**config.mk**
```make
export PLATFORM = sky130hd
export DESIGN_NAME = seq_det_ctrl_flat
export DESIGN_NICKNAME = d
export VERILOG_FILES = /design/src/rtl/seq_det_ctrl_if.sv /design/src/rtl/seq_det_ctrl.sv /design/src/flat_wrapper.sv
export SDC_FILE = /design/constraint.sdc
export NUM_CORES = 1
export LEC_CHECK = 0
export CORE_MARGIN = 3
export CORE_UTILIZATION = 43
export CTS_CLUSTER_DIAMETER = 40
export CTS_CLUSTER_SIZE = 16
export DETAILED_ROUTE_END_ITERATION = 10
export HOLD_SLACK_MARGIN = 0.02
export PLACE_DENSITY = 0.74
export SLEW_MARGIN = 5
export SYNTH_ARGS = -nofsm -noshare
export SYNTH_HDL_FRONTEND = slang
export SYNTH_SLANG_ARGS = --single-unit
```
**constraint.sdc**
```tcl
create_clock -name clk -period 1.5 [get_ports clk]
set_clock_uncertainty 0.05 [all_clocks]
set_input_delay 0.45 -clock clk [delete_from_list [all_inputs] [get_ports clk]]
set_output_delay 0.45 -clock clk [all_outputs]
set_load 0.01 [all_outputs]
```
**src/rtl/seq_det_ctrl_if.sv**
```systemverilog
// ---------------------------------------------------------------------------
// seq_det_ctrl_if
//   Bundles every non-clock signal of the sequence-detector frame controller:
//   the word-input handshake, the serial detector link and the result
//   handshake.
//
//   Signals
//     s_valid / s_ready / s_data      : input word handshake (MSB scanned first)
//     det_reset / det_in / det_out    : link to the serial Moore detector
//     m_valid / m_ready               : result handshake
//     m_hit_mask / m_count            : per-bit hit mask and saturating count
//
//   Modports
//     master : the controller side (owns s_ready, the detector drive and the
//              result outputs)
//     slave  : the surrounding producer / detector / consumer side
// ---------------------------------------------------------------------------
interface seq_det_ctrl_if #(
  parameter int unsigned DATA_W = 8,
  parameter int unsigned CNT_W  = 4
) ();

  logic              s_valid;
  logic              s_ready;
  logic [DATA_W-1:0] s_data;

  logic              det_reset;
  logic              det_in;
  logic              det_out;

  logic              m_valid;
  logic              m_ready;
  logic [DATA_W-1:0] m_hit_mask;
  logic [CNT_W-1:0]  m_count;

  modport master (
    input  s_valid,
    input  s_data,
    input  det_out,
    input  m_ready,
    output s_ready,
    output det_reset,
    output det_in,
    output m_valid,
    output m_hit_mask,
    output m_count
  );

  modport slave (
    output s_valid,
    output s_data,
    output det_out,
    output m_ready,
    input  s_ready,
    input  det_reset,
    input  det_in,
    input  m_valid,
    input  m_hit_mask,
    input  m_count
  );

endinterface

```
**src/rtl/seq_det_ctrl.sv**
```systemverilog
// ---------------------------------------------------------------------------
// seq_det_ctrl
//   Frame controller for a serial Moore sequence detector. A DATA_W-bit word
//   is accepted over a valid/ready handshake, optionally the detector is
//   cleared for one cycle, then the word is shifted out MSB first, one bit
//   per cycle. The detector output is sampled one cycle after each bit (its
//   output is registered), building a per-bit hit mask and a saturating hit
//   count that are returned over a second valid/ready handshake.
//
//   Parameters
//     DATA_W          : bits per frame (>= 2)
//     CNT_W           : hit count width, saturates at 2**CNT_W-1
//     CLEAR_PER_FRAME : 1 = pulse det_reset before every frame,
//                       0 = detector state carries across frames
//
//   Ports
//     clk   : single clock, rising edge
//     reset : synchronous, active-high; aborts any frame in flight and also
//             resets the detector in the same cycle
//     bus   : seq_det_ctrl_if.master (word in, detector link, result out)
//
//   Latency from the acceptance cycle to the first m_valid cycle is
//   DATA_W+3 cycles with CLEAR_PER_FRAME=1 and DATA_W+2 cycles otherwise.
// ---------------------------------------------------------------------------
module seq_det_ctrl #(
  parameter int unsigned DATA_W          = 8,
  parameter int unsigned CNT_W           = 4,
  parameter bit          CLEAR_PER_FRAME = 1'b1
) (
  input logic           clk,
  input logic           reset,
  seq_det_ctrl_if.master bus
);

  localparam int unsigned        IDX_W    = $clog2(DATA_W);
  localparam logic [IDX_W-1:0]   IDX_LAST = IDX_W'(DATA_W - 1);
  localparam logic [CNT_W-1:0]   CNT_MAX  = '1;

  typedef enum logic [2:0] {
    IDLE,
    CLR,
    SHIFT,
    DRAIN,
    DONE
  } state_t;

  state_t            state;
  state_t            state_next;

  logic [DATA_W-1:0] shreg;
  logic [DATA_W-1:0] shreg_next;
  logic [IDX_W-1:0]  idx;
  logic [IDX_W-1:0]  idx_next;
  logic [DATA_W-1:0] mask;
  logic [DATA_W-1:0] mask_next;
  logic [CNT_W-1:0]  cnt;
  logic [CNT_W-1:0]  cnt_next;
  logic              sample;

  // -------------------------------------------------------------------------
  // State and datapath registers
  // -------------------------------------------------------------------------
  always_ff @(posedge clk) begin
    if (reset) begin
      state <= IDLE;
      shreg <= '0;
      idx   <= '0;
      mask  <= '0;
      cnt   <= '0;
    end else begin
      state <= state_next;
      shreg <= shreg_next;
      idx   <= idx_next;
      mask  <= mask_next;
      cnt   <= cnt_next;
    end
  end

  // -------------------------------------------------------------------------
  // Next-state and datapath update
  // -------------------------------------------------------------------------
  always_comb begin
    state_next = state;
    shreg_next = shreg;
    idx_next   = idx;
    sample     = 1'b0;

    unique case (state)
      IDLE: begin
        if (bus.s_valid) begin
          shreg_next = bus.s_data;
          idx_next   = '0;
          state_next = CLEAR_PER_FRAME ? CLR : SHIFT;
        end
      end

      CLR: begin
        state_next = SHIFT;
      end

      SHIFT: begin
        shreg_next = {shreg[DATA_W-2:0], 1'b0};
        // The first SHIFT cycle's det_out still reflects pre-frame history.
        sample     = (idx != '0);
        if (idx == IDX_LAST) begin
          idx_next   = '0;
          state_next = DRAIN;
        end else begin
          idx_next   = idx + IDX_W'(1);
        end
      end

      DRAIN: begin
        sample     = 1'b1;
        state_next = DONE;
      end

      DONE: begin
        if (bus.m_ready) begin
          state_next = IDLE;
        end
      end

      default: begin
        state_next = IDLE;
      end
    endcase
  end

  // Samples arrive in bit order DATA_W-1 down to 0, so shifting each one in
  // at the LSB lands the first sample at the MSB after exactly DATA_W samples
  // (DATA_W-1 in SHIFT plus one in DRAIN) without any index decode.
  always_comb begin
    mask_next = mask;
    cnt_next  = cnt;

    if (state == IDLE && bus.s_valid) begin
      mask_next = '0;
      cnt_next  = '0;
    end else if (sample) begin
      mask_next = {mask[DATA_W-2:0], bus.det_out};
      if (bus.det_out && (cnt != CNT_MAX)) begin
        cnt_next = cnt + CNT_W'(1);
      end
    end
  end

  // -------------------------------------------------------------------------
  // Outputs
  // -------------------------------------------------------------------------
  assign bus.s_ready    = (state == IDLE) && !reset;
  assign bus.det_reset  = reset || (state == CLR);
  assign bus.det_in     = (state == SHIFT) ? shreg[DATA_W-1] : 1'b0;
  assign bus.m_valid    = (state == DONE);
  assign bus.m_hit_mask = mask;
  assign bus.m_count    = cnt;

endmodule

```
**src/flat_wrapper.sv**
```systemverilog
// flat-port wrapper written by rule: the top's interface ports become plain ports
module seq_det_ctrl_flat 
#(
  parameter int unsigned DATA_W          = 8,
  parameter int unsigned CNT_W           = 4,
  parameter bit          CLEAR_PER_FRAME = 1'b1
)
  (clk, reset, bus_s_valid, bus_s_data, bus_det_out, bus_m_ready, bus_s_ready, bus_det_reset, bus_det_in, bus_m_valid, bus_m_hit_mask, bus_m_count);
  seq_det_ctrl_if #(.DATA_W(DATA_W), .CNT_W(CNT_W)) bus_i ();
  input logic clk;
  input logic reset;
  input wire logic [$bits(bus_i.s_valid)-1:0] bus_s_valid;
  input wire logic [$bits(bus_i.s_data)-1:0] bus_s_data;
  input wire logic [$bits(bus_i.det_out)-1:0] bus_det_out;
  input wire logic [$bits(bus_i.m_ready)-1:0] bus_m_ready;
  output wire logic [$bits(bus_i.s_ready)-1:0] bus_s_ready;
  output wire logic [$bits(bus_i.det_reset)-1:0] bus_det_reset;
  output wire logic [$bits(bus_i.det_in)-1:0] bus_det_in;
  output wire logic [$bits(bus_i.m_valid)-1:0] bus_m_valid;
  output wire logic [$bits(bus_i.m_hit_mask)-1:0] bus_m_hit_mask;
  output wire logic [$bits(bus_i.m_count)-1:0] bus_m_count;
  assign bus_i.s_valid = bus_s_valid;
  assign bus_i.s_data = bus_s_data;
  assign bus_i.det_out = bus_det_out;
  assign bus_i.m_ready = bus_m_ready;
  assign bus_s_ready = bus_i.s_ready;
  assign bus_det_reset = bus_i.det_reset;
  assign bus_det_in = bus_i.det_in;
  assign bus_m_valid = bus_i.m_valid;
  assign bus_m_hit_mask = bus_i.m_hit_mask;
  assign bus_m_count = bus_i.m_count;
  seq_det_ctrl #(.DATA_W(DATA_W), .CNT_W(CNT_W), .CLEAR_PER_FRAME(CLEAR_PER_FRAME)) u_core (.clk(clk), .reset(reset), .bus(bus_i));
endmodule
```
==> results.md <==
Finish:
- The growth of design area from synthesis to finish is 57.05%.
- The net count of the finished layout is 193.
- The ratio of cells with drive above 1 in the final layout is 0.4286.
- After filler insertion, the fill cell instance count of the layout stands at 177.
- The final antenna diode count is 0.
- The number of standard cells in the layout, taps in and fillers out is 205.
- With fillers left out, the area of the finished cells amounts to 1881 um2.

Routing:
- The DRC violation total after the first TritonRoute iteration is 35.
- The number of nets with antenna violations after routing is 0.
- Summing over every cut layer, the via total after detailed routing is 1116.
- In the routed design, unresolved DRC markers number 0.
- The detailed-route wire length is 3239 um.
- The mean number of vias per cell is 5.444.
- The length of the first detailed-routing pass in iterations is 4.
- Dividing the detail-routed wire length by the instance count gives 15.80 um.

Logic synthesis:
- The cell count after synthesis is 125.
- The area share of the leading cell type in the synthesized netlist is 0.4347.
- In this run, distinct cell masters in the synthesized netlist total 30.
- Yosys attributes the largest share of cell area to sky130_fd_sc_hd__dfxtp_1 43%, sky130_fd_sc_hd__mux2i_1 14%, sky130_fd_sc_hd__nor2_1 7.8%.
- The synthesized net count is 142.
- The prevailing post-synth register cell is sky130_fd_sc_hd__dfxtp_1.
- The Yosys step of the flow raised 0 warnings.
- The number of enable-type register cells in the synthesized netlist is 0.
- By count the netlist is led by 26 x sky130_fd_sc_hd__dfxtp_1, 25 x sky130_fd_sc_hd__nor2_1, 17 x sky130_fd_sc_hd__mux2i_1.
- The synthesized design contains 26 register bits.
- sky130_fd_sc_hd__dfxtp_1 is the most common cell in the netlist.
- The register area share after synthesis is 0.4347.
- A synthesized cell averages 9.579 um2.
- The biggest area consumer among synthesized cells is sky130_fd_sc_hd__dfxtp_1.
- The fraction of synthesis flops using an asynchronous set or reset pin is 0.
- In this run the cell area of the synthesized design comes to 1197 um2.

Worst setup path:
- The category of cells accounting for the largest share of critical-path delay is simple AND/OR/NAND/NOR gates.
- Of all nets on the critical path, the largest fanout is 3.
- The critical path class is flop to output port.
- In this design, the stage delay of the slowest critical-path cell is 0.36 ns.
- The kind of capture point of the worst setup path is an output port.
- The largest individual stage delay along the critical path comes from the cell sky130_fd_sc_hd__dfxtp_2.
- The required arrival time at the worst endpoint is 1.00 ns.
- Traced cell by cell, the critical path runs through nor2b_4 -> and2b_2 -> and2_4 -> buf_6.
- Counting both buffers and inverters, the worst setup path holds a total of 1.
- At the worst endpoint, the arrival time is 1.27 ns.
- STA classifies the critical path startpoint as a flop.

Pwr:
- The net load switching power is 424.8 uW.
- The cell-internal power is 1.207 mW.
- Dividing total power by cell area gives a power density of 867.9 nW/um2.
- The leakage power total is 0.7728 nW.
- Of the total power, the share spent switching nets is 0.2603.
- Of the total power, combinational logic draws 0.238.
- Of the total power, registers draw 0.458.
- The fraction of power consumed by the clock network is 0.304.
- The largest voltage drop on the vdd net is 0.7382 mV.
- The final total power is 1.632 mW.

Timing:
- Of the available clock period, the critical path in the final layout requires 1.179.
- The post-route worst setup slack is -0.2687 ns.
- Setup repair after global routing could not meet its margin everywhere.
- The setup violation total in the final timing report is 8.
- The final number of max-transition violations came to 0.
- The worst slew margin relative to its limit is 0.8308.
- The hold violation total from the final report came to 0.
- For this run, the top clock speed supported by timing is 0.5654 GHz.
- Summed over all failing endpoints, the final setup total negative slack is -0.8919 ns.
- The minimum clock period is 1.769 ns.
- At the pin with the least slew margin, the transition time is 0.2512 ns.

Global routing:
- met2 is the most crowded layer.
- The met2 global-route usage is 0.2871.
- The number of global-route vias before repair is 1019.
- The global-route usage over all layers is 0.1722.
- Entering global routing, the biggest net connects 16 pins.
- The first global-routing pass estimated 4588 um of wire.
- The initial antenna violation count is 0.
- In the global route stage, met3 resource usage came out at 0.02851.
- For met1 alone, demand over resource in global routing was 0.2206.
- The residual overflow from global routing is 0.

Place:
- Timing analysis after detailed placement gives a worst setup slack of -0.6779 ns.
- The cell area reported after detailed placement is 1613 um2.
- The weighted congestion at the end of routability-driven global placement is 0.7331.
- After legalization and detailed placement, the total HPWL measured 1860 um.
- The count of input and output buffers is 28.
- The number of cells in the design after placement is 191.

Job:
- The count of max-cap constraint violations is 0.

Status:
- The checks that failed: negative setup slack.
- The run finished, with violations left.

Floorplanning:
- 29 I/O pins were placed.
- The initialized floorplan defines 18 standard-cell rows.
- The overall die area is 3454 um2.
- The core area is 2567 um2.
- The vertical extent of the die is 58.77 um.
- Measured along the x axis, the die boundary spans 58.77 um.
- The initial cell density of the core is 0.4664.

CTS:
- Clock tree synthesis found a total of 26 sinks.
- The clock-pin transition on the worst setup and hold timing paths is 0.15 ns.
- The tree is rooted in a sky130_fd_sc_hd__clkbuf_4.
- TritonCTS built the clock tree.
- At the later pin of the worst-skew pair, clock insertion delay measures 0.33 ns.
- The maximum root-to-sink buffer count is 2.
- The maximum level of the CTS H-tree is 1.
- In this run, CTS created clock tree buffers numbering 3.

Worst hold path:
- The type of the tightest min-delay check is flop to flop.
[placed cells by master, fill, tap and decap left out, types with 4 or more instances in the layout]
cell type,netlist,layout
sky130_fd_sc_hd__a211oi_2,0,6
sky130_fd_sc_hd__buf_4,0,20
sky130_fd_sc_hd__buf_6,3,4
sky130_fd_sc_hd__clkdlybuf4s15_1,0,7
sky130_fd_sc_hd__clkdlybuf4s50_1,0,11
sky130_fd_sc_hd__dfxtp_1,26,11
sky130_fd_sc_hd__dfxtp_2,0,12
sky130_fd_sc_hd__dlygate4sd2_1,0,6
sky130_fd_sc_hd__mux2i_1,17,16
sky130_fd_sc_hd__nor2_1,25,23
[layout make-up]
class / instances / area (um2) / area share
multi-input cells: 88 / 724.4 / 0.3852
clock inverters: 1 / 30.03 / 0.01597
clock buffers: 3 / 22.52 / 0.01198
well taps: 30 / 37.54 / 0.01996
repair buffers: 54 / 508.0 / 0.2701
flip-flops and latches: 26 / 546.8 / 0.2908
inverters: 3 / 11.26 / 0.005988
[worst register-to-register path, delay by kind of cell (launching register included)]
family | cells | cell delay, ns
multiplexers | 1 | 0.22
buffers and inverters | 2 | 0.18
AND/OR/NAND/NOR | 3 | 0.59
adder cells (fa/ha/maj) | 1 | 0.11
flip-flops | 1 | 0.35
[metal layers]
metal,vias up,routed length (um)
li1,542,-
met1,537,1364
met2,29,1653
met3,8,131
met4,0,90
met5,-,0
[cells by family after synthesis]
family	Yosys count	share of synthesized area
xor+xnor	2	0.01463
simple gates	42	0.1787
flops	26	0.4347
buf+inv	12	0.05955
fa+ha+maj	4	0.04180
mux	17	0.1421
compound gates	22	0.1285
[metrics by stage]
step,hold WS [ns],util
4_1_cts,0.4659,0.6613
6_report,0.4742,0.7325
3_5_place_dp,0.4450,0.6282
5_1_grt,0.5144,0.7325
3_3_place_gp,0.4295,0.6282
2_1_floorplan,0.4167,-
[flip-flops by register name (all words and copies together), names as in the netlist]
register and flops:
u_core.idx 3, u_core.shreg 8, u_core.bus.m_hit_mask 8, u_core.state 3, u_core.bus.m_count 4
[power by group through the flow]
stage               registers, mW  clock network [mW]  logic, mW
floorplan                   0.755                   0      0.171
global placement            0.761                   0      0.276
detailed placement          0.763                   0      0.282
global route                0.750               0.516      0.417
CTS                         0.747               0.496      0.301
finish                      0.748               0.495      0.389
[worst paths after layout]
path                                  from  slack [ns]  depth (start not counted)                       end
hold reg to reg   u_core.bus.m_hit_mask[3]        0.47                          2  u_core.bus.m_hit_mask[3]
setup / recovery           u_core.state[1]       -0.27                          4                bus_det_in
hold / removal    u_core.bus.m_hit_mask[3]        0.47                          2  u_core.bus.m_hit_mask[3]
setup reg to reg             u_core.idx[1]       -0.10                          7     u_core.bus.m_count[1]
[what timing repair did]
| item | CTS | global route |
|---|---|---|
| setup buffers | 2 | 6 |
| gates resized for setup | 50 | 35 |
| setup endpoints to repair | 27 | 32 |
| cloned | 1 | 1 |
| pin swaps | 3 | 17 |
| hold buffers | 0 | 0 |
No activity file was read; power rests on OpenSTA's default activity.
